$ cat config.mk
export PLATFORM = sky130hd
export DESIGN_NAME = period_meter
export DESIGN_NICKNAME = d
export VERILOG_FILES = /design/src/rtl/period_meter.sv
export SDC_FILE = /design/constraint.sdc
export NUM_CORES = 1
export LEC_CHECK = 0
export CORE_MARGIN = 4
export CORE_UTILIZATION = 45
export DETAILED_ROUTE_END_ITERATION = 6
export HOLD_SLACK_MARGIN = 0.06
export PLACE_DENSITY = 0.65
export SYNTH_ARGS = -nofsm -noshare
export SYNTH_HDL_FRONTEND = slang
export SYNTH_SLANG_ARGS = --single-unit
$ cat constraint.sdc
create_clock -name clk_in -period 2.6 [get_ports clk_in]
set_input_delay 0.52 -clock clk_in [delete_from_list [all_inputs] [get_ports clk_in]]
set_output_delay 0.52 -clock clk_in [all_outputs]
set_load 0.01 [all_outputs]
$ cat src/rtl/period_meter.sv
// Purpose: measures period and high time of a slow asynchronous square wave, in clk_in cycles.
// Latency: a result is presented SYNC_STAGES edges after the closing rise is first sampled.
// Backpressure: one-entry result register; a capture into an unaccepted result is dropped and flags overrun.
module period_meter #(
  parameter int WIDTH       = 32,
  parameter int SYNC_STAGES = 2,
  parameter int TIMEOUT     = 1000000
) (
  input  logic             clk_in,
  input  logic             reset_n,
  input  logic             enable,
  input  logic             sig_in,
  input  logic             meas_ready,
  output logic             meas_valid,
  output logic [WIDTH-1:0] period,
  output logic [WIDTH-1:0] high_time,
  output logic             overrun,
  output logic             stalled
);

  typedef enum logic [1:0] {
    S_IDLE,
    S_ARM,
    S_MEASURE
  } state_e;

  localparam logic [WIDTH-1:0] TIMEOUT_W = WIDTH'(TIMEOUT);
  localparam logic [WIDTH-1:0] ONE_W     = WIDTH'(1);
  localparam logic [WIDTH-1:0] ZERO_W    = '0;

  state_e                 state_q, state_d;
  logic [SYNC_STAGES-1:0] sync_q;
  logic                   s_d_q;
  logic [WIDTH-1:0]       cnt_q, cnt_d;
  logic [WIDTH-1:0]       hi_q, hi_d;
  logic                   valid_q, valid_d;
  logic [WIDTH-1:0]       per_q, per_d;
  logic [WIDTH-1:0]       ht_q, ht_d;
  logic                   ovr_q, ovr_d;
  logic                   stall_q, stall_d;
  logic                   capture;

  logic s;
  logic rise;
  logic xfer;

  assign s    = sync_q[SYNC_STAGES-1];
  assign rise = s & ~s_d_q;
  assign xfer = valid_q & meas_ready;

  assign meas_valid = valid_q;
  assign period     = per_q;
  assign high_time  = ht_q;
  assign overrun    = ovr_q;
  assign stalled    = stall_q;

  // Synchronizer chain plus one-cycle delayed copy of its output for edge detection.
  always_ff @(posedge clk_in or negedge reset_n) begin
    if (!reset_n) begin
      sync_q <= '0;
      s_d_q  <= 1'b0;
    end else begin
      sync_q <= {sync_q[SYNC_STAGES-2:0], sig_in};
      s_d_q  <= s;
    end
  end

  // State, counters and the result register.
  always_ff @(posedge clk_in or negedge reset_n) begin
    if (!reset_n) begin
      state_q <= S_IDLE;
      cnt_q   <= '0;
      hi_q    <= '0;
      valid_q <= 1'b0;
      per_q   <= '0;
      ht_q    <= '0;
      ovr_q   <= 1'b0;
      stall_q <= 1'b0;
    end else begin
      state_q <= state_d;
      cnt_q   <= cnt_d;
      hi_q    <= hi_d;
      valid_q <= valid_d;
      per_q   <= per_d;
      ht_q    <= ht_d;
      ovr_q   <= ovr_d;
      stall_q <= stall_d;
    end
  end

  // Next-state: enable=0 wins over everything; a rise wins over the timeout.
  always_comb begin
    state_d = state_q;
    cnt_d   = cnt_q;
    hi_d    = hi_q;
    valid_d = valid_q;
    per_d   = per_q;
    ht_d    = ht_q;
    ovr_d   = ovr_q;
    stall_d = stall_q;
    capture = 1'b0;

    // An accepted result leaves the register unless a capture refills it below.
    if (xfer) begin
      valid_d = 1'b0;
    end

    case (state_q)
      S_IDLE: begin
        cnt_d   = ZERO_W;
        hi_d    = ZERO_W;
        valid_d = 1'b0;
        ovr_d   = 1'b0;
        stall_d = 1'b0;
        if (enable) begin
          state_d = S_ARM;
        end
      end
      S_ARM: begin
        if (!enable) begin
          state_d = S_IDLE;
        end else if (rise) begin
          cnt_d   = ONE_W;
          hi_d    = ONE_W;
          stall_d = 1'b0;
          state_d = S_MEASURE;
        end else if (cnt_q == TIMEOUT_W) begin
          stall_d = 1'b1;
          cnt_d   = ZERO_W;
        end else begin
          cnt_d = cnt_q + ONE_W;
        end
      end
      S_MEASURE: begin
        if (!enable) begin
          state_d = S_IDLE;
        end else if (rise) begin
          // The rise cycle itself is the first (high) cycle of the next period.
          capture = 1'b1;
          cnt_d   = ONE_W;
          hi_d    = ONE_W;
          stall_d = 1'b0;
        end else if (cnt_q == TIMEOUT_W) begin
          stall_d = 1'b1;
          cnt_d   = ZERO_W;
          state_d = S_ARM;
        end else begin
          cnt_d = cnt_q + ONE_W;
          hi_d  = hi_q + {{(WIDTH-1){1'b0}}, s};
        end
      end
      default: begin
        state_d = S_IDLE;
      end
    endcase

    // Load only into an empty or just-accepted register; otherwise keep the old result.
    if (capture) begin
      if (!valid_q || xfer) begin
        per_d   = cnt_q;
        ht_d    = hi_q;
        valid_d = 1'b1;
      end else begin
        ovr_d = 1'b1;
      end
    end
  end

endmodule

==> impl_metrics.json <==
{
  "layout-drive-gt1-share_pct": 24.09,
  "first_pass_iters": 6,
  "dp_hpwl_um": 10380,
  "num_vias": 4990,
  "crit_arrival_ps": 2730,
  "p_sw_share_pct": 30.41,
  "path_clk_slew_ps": 60,
  "yosysTopAreaCell": "dfrtp_1",
  "reg2reg_depth": 8,
  "r2r_setup_slack_ps": 200,
  "worstMarginPinSlew_ps": 733.6,
  "core_um2": 14590,
  "r2r_start": "state_q[0]$_DFFE_PN0P_",
  "min_path_type": "flip-flop to flip-flop",
  "rsz0062_at_grt": "no",
  "slew-limit-headroom_pct": 50.93,
  "synth_area_per_cell_um2": 11.39,
  "syn-num-nets": 603,
  "crit_type": "flip-flop to flip-flop",
  "period_share_pct": 92.15,
  "power_leakage_nw": 3.612,
  "netlist_instances": 589,
  "whs_endpoint": "sync_q[1]$_DFF_PN0_",
  "worstHoldStart": "sync_q[0]$_DFF_PN0_",
  "yosysTopAreaCellShare_pct": 50.72,
  "synthAdderAreaFrac_pct": 1.678,
  "root_buffer": "clkbuf_16",
  "clk_latency_ps": 420,
  "cts_num_sinks": 136,
  "areaGrowthSynthToFinish_pct": 23.83,
  "fp-row-count": 44,
  "grt_max_degree": 45,
  "critPathMaxFanout": 7,
  "drtAntennaViolNets": 0,
  "holdPathStages": 0,
  "synthSimpleGateAreaFrac_pct": 19.90,
  "cp-end-kind": "flip-flop",
  "top_usage_layer": "met2",
  "first_iter_violations": 367,
  "grt_pass1_wl_um": 25360,
  "diodes": 0,
  "use_met1_pct": 24.44,
  "antenna_found_initial": 0,
  "track_usage_pct": 18.87,
  "synth_compound_area_share_pct": 9.677,
  "comb_power_share_pct": 22.1,
  "drt-total-wl_um": 14910,
  "drc_errors": 0,
  "fin_crit_ps": 2396,
  "finClkSkew_ps": 8.323,
  "synth_area_leaders": "dfrtp_1 (51%), mux2_2 (11%), xor2_1 (3.4%)",
  "hold_slack_ps": 348.1,
  "layout_common_cells": "dfrtp_1 (136), clkdlybuf4s50_1 (70), mux2_2 (65)",
  "setup_viol": 0,
  "synth_top_family_by_area": "simple AND/OR/NAND/NOR gates",
  "start_util_pct": 45.99,
  "seqPwrFrac_pct": 38.1,
  "synth-main-ff-cell": "dfrtp_1",
  "r2r_end": "hi_q[15]$_DFFE_PN0P_",
  "gr-usage-met2_pct": 30.27,
  "syn_area_um2": 6710,
  "finalHoldViolations": 0,
  "regArea_um2": 3403,
  "post_drt_wl_per_cell_um": 17.16,
  "ys_seq_area_share_pct": 50.72,
  "power_density_nw_per_um2": 709.2,
  "cts_buffer_depth": 2,
  "grt_pass1_vias": 5118,
  "cp-start-kind": "flip-flop",
  "clkPwrFrac_pct": 39.9,
  "cap_violations": 0,
  "timing.fmax_mhz": 417.4,
  "drv_slew": 0,
  "switchingPower_w": 0.001792,
  "ys_warn_count": 0,
  "cts_tree": "done",
  "status": "complete, no violations",
  "grt_overflow_total": 0,
  "via_per_inst": 5.742,
  "synthXorXnorAreaFrac_pct": 3.916,
  "fin_nets": 686,
  "setup_tns_ps": 0,
  "synth.mux.area_fraction_pct": 11.26,
  "routabilityCongestion": 0.9142,
  "final_common_cell": "dfrtp_1",
  "cp_data_required_time_ps": 2930,
  "io_buffers": 71,
  "multi_input_area_um2": 3120,
  "synth.ff_latch_count": 136,
  "met3_usage_pct": 5.035,
  "io_pins": 72,
  "netlist-cell-type-count": 60,
  "die_h_um": 130.1,
  "ir_worst_vdd_uv": 502.7,
  "die_area_um2": 16930,
  "synth_edf_count": 0,
  "cts-buffers-inserted": 17,
  "cts_resized": 0,
  "die_w_um": 130.1,
  "htree_levels": 4,
  "synthArstFlopShare_pct": 100.0,
  "intPower_w": 0.004101,
  "fillers": 1211
}
[power groups by stage]
stage / clock [W] / sequential [W] / combinational, W
after floorplan: 0 / 0.00227 / 0.000880
after global placement: 0 / 0.00228 / 0.00127
after detailed placement: 0 / 0.00228 / 0.00129
after CTS: 0.00241 / 0.00224 / 0.00130
after global routing: 0.00250 / 0.00225 / 0.00142
final: 0.00235 / 0.00224 / 0.00130
[worst max path at each step]
stage,startpoint,to,slack [ps]
final,state_q[0]$_DFFE_PN0P_,hi_q[15]$_DFFE_PN0P_,200
after global routing,state_q[0]$_DFFE_PN0P_,hi_q[16]$_DFFE_PN0P_,40
after CTS,cnt_q[0]$_DFFE_PN0P_,hi_q[30]$_DFFE_PN0P_,210
after detailed placement,enable,hi_q[16]$_DFFE_PN0P_,190
after global placement,enable,hi_q[10]$_DFFE_PN0P_,240
after floorplan,state_q[0]$_DFFE_PN0P_,hi_q[12]$_DFFE_PN0P_,410
[area by class of cell]
type                            instances  share of cell area [%]
Clock inverter                         11                   1.491
Clock buffer                           21                   5.541
Inverter                                8                  0.3614
Sequential cell                       136                   40.96
Multi-Input combinational cell        414                   37.55
Timing Repair Buffer                   95                   11.32
Tap cell                              184                   2.771
[cells by family after synthesis]
| group | Yosys count |
|---|---|
| xor+xnor | 30 |
| buf+inv | 39 |
| simple gates | 217 |
| compound gates | 91 |
| fa+ha+maj | 9 |
| flops | 136 |
| mux | 67 |
[metrics by stage]
stage	setup slack (ps)	instances	area, um^2	power, W	utilization (%)
floorplan	412.0	589	6710	0.003146	-
global placement	243.1	836	7715	0.003550	52.88
detailed placement	188.2	836	7715	0.003575	52.88
CTS	212.8	869	8309	0.005955	56.96
global route	41.00	869	8309	0.006172	56.96
finish	204.1	869	8309	0.005893	56.96
[state kept, by name, summed over array words and instances (netlist names)]
signal	flops
high_time	32
sync_q	2
cnt_q	32
stalled	1
overrun	1
period	32
state_q	2
hi_q	32
s_d_q	1
meas_valid	1
[layer usage]
layer,share of wire [%],routed length [um],vias to the layer above
met3,5.1,760,25
li1,-,-,2335
met4,2.0,292,0
met1,44,6619,2462
met5,0,0,-
met2,49,7239,168
[synth_stat cells (all sizes together), types with 6 or more instances]
library cell and number:
or3 6, o31ai 8, mux2 65, and4 8, dfrtp 136, buf 16
nand4 28, ha 9, nand2b 6, nor2 41, a31oi 23, and3 18
nand3 24, and2 11, nor3 16, clkbuf 15, xor2 26, nand2 34
inv 8, o21ai 23, nor4 11, a21oi 7
[worst max-delay path, cell delays in order, from the launching register on]
cell,delay (ps)
dfrtp_1,410
inv_1,100
ha_1,330
or3b_1,400
o211ai_1,130
o41a_1,430
buf_4,220
a41oi_1,120
a31oi_1,170
[repair_timing]
| action | 4_1_cts | 5_1_grt |
|---|---|---|
| setup endpoints to repair | 0 | 1 |
| endpoints found under the hold margin | 28 | 0 |
| hold buffers | 1 | 0 |
| setup buffers | 0 | 0 |
No activity file was read; power rests on OpenSTA's default activity.
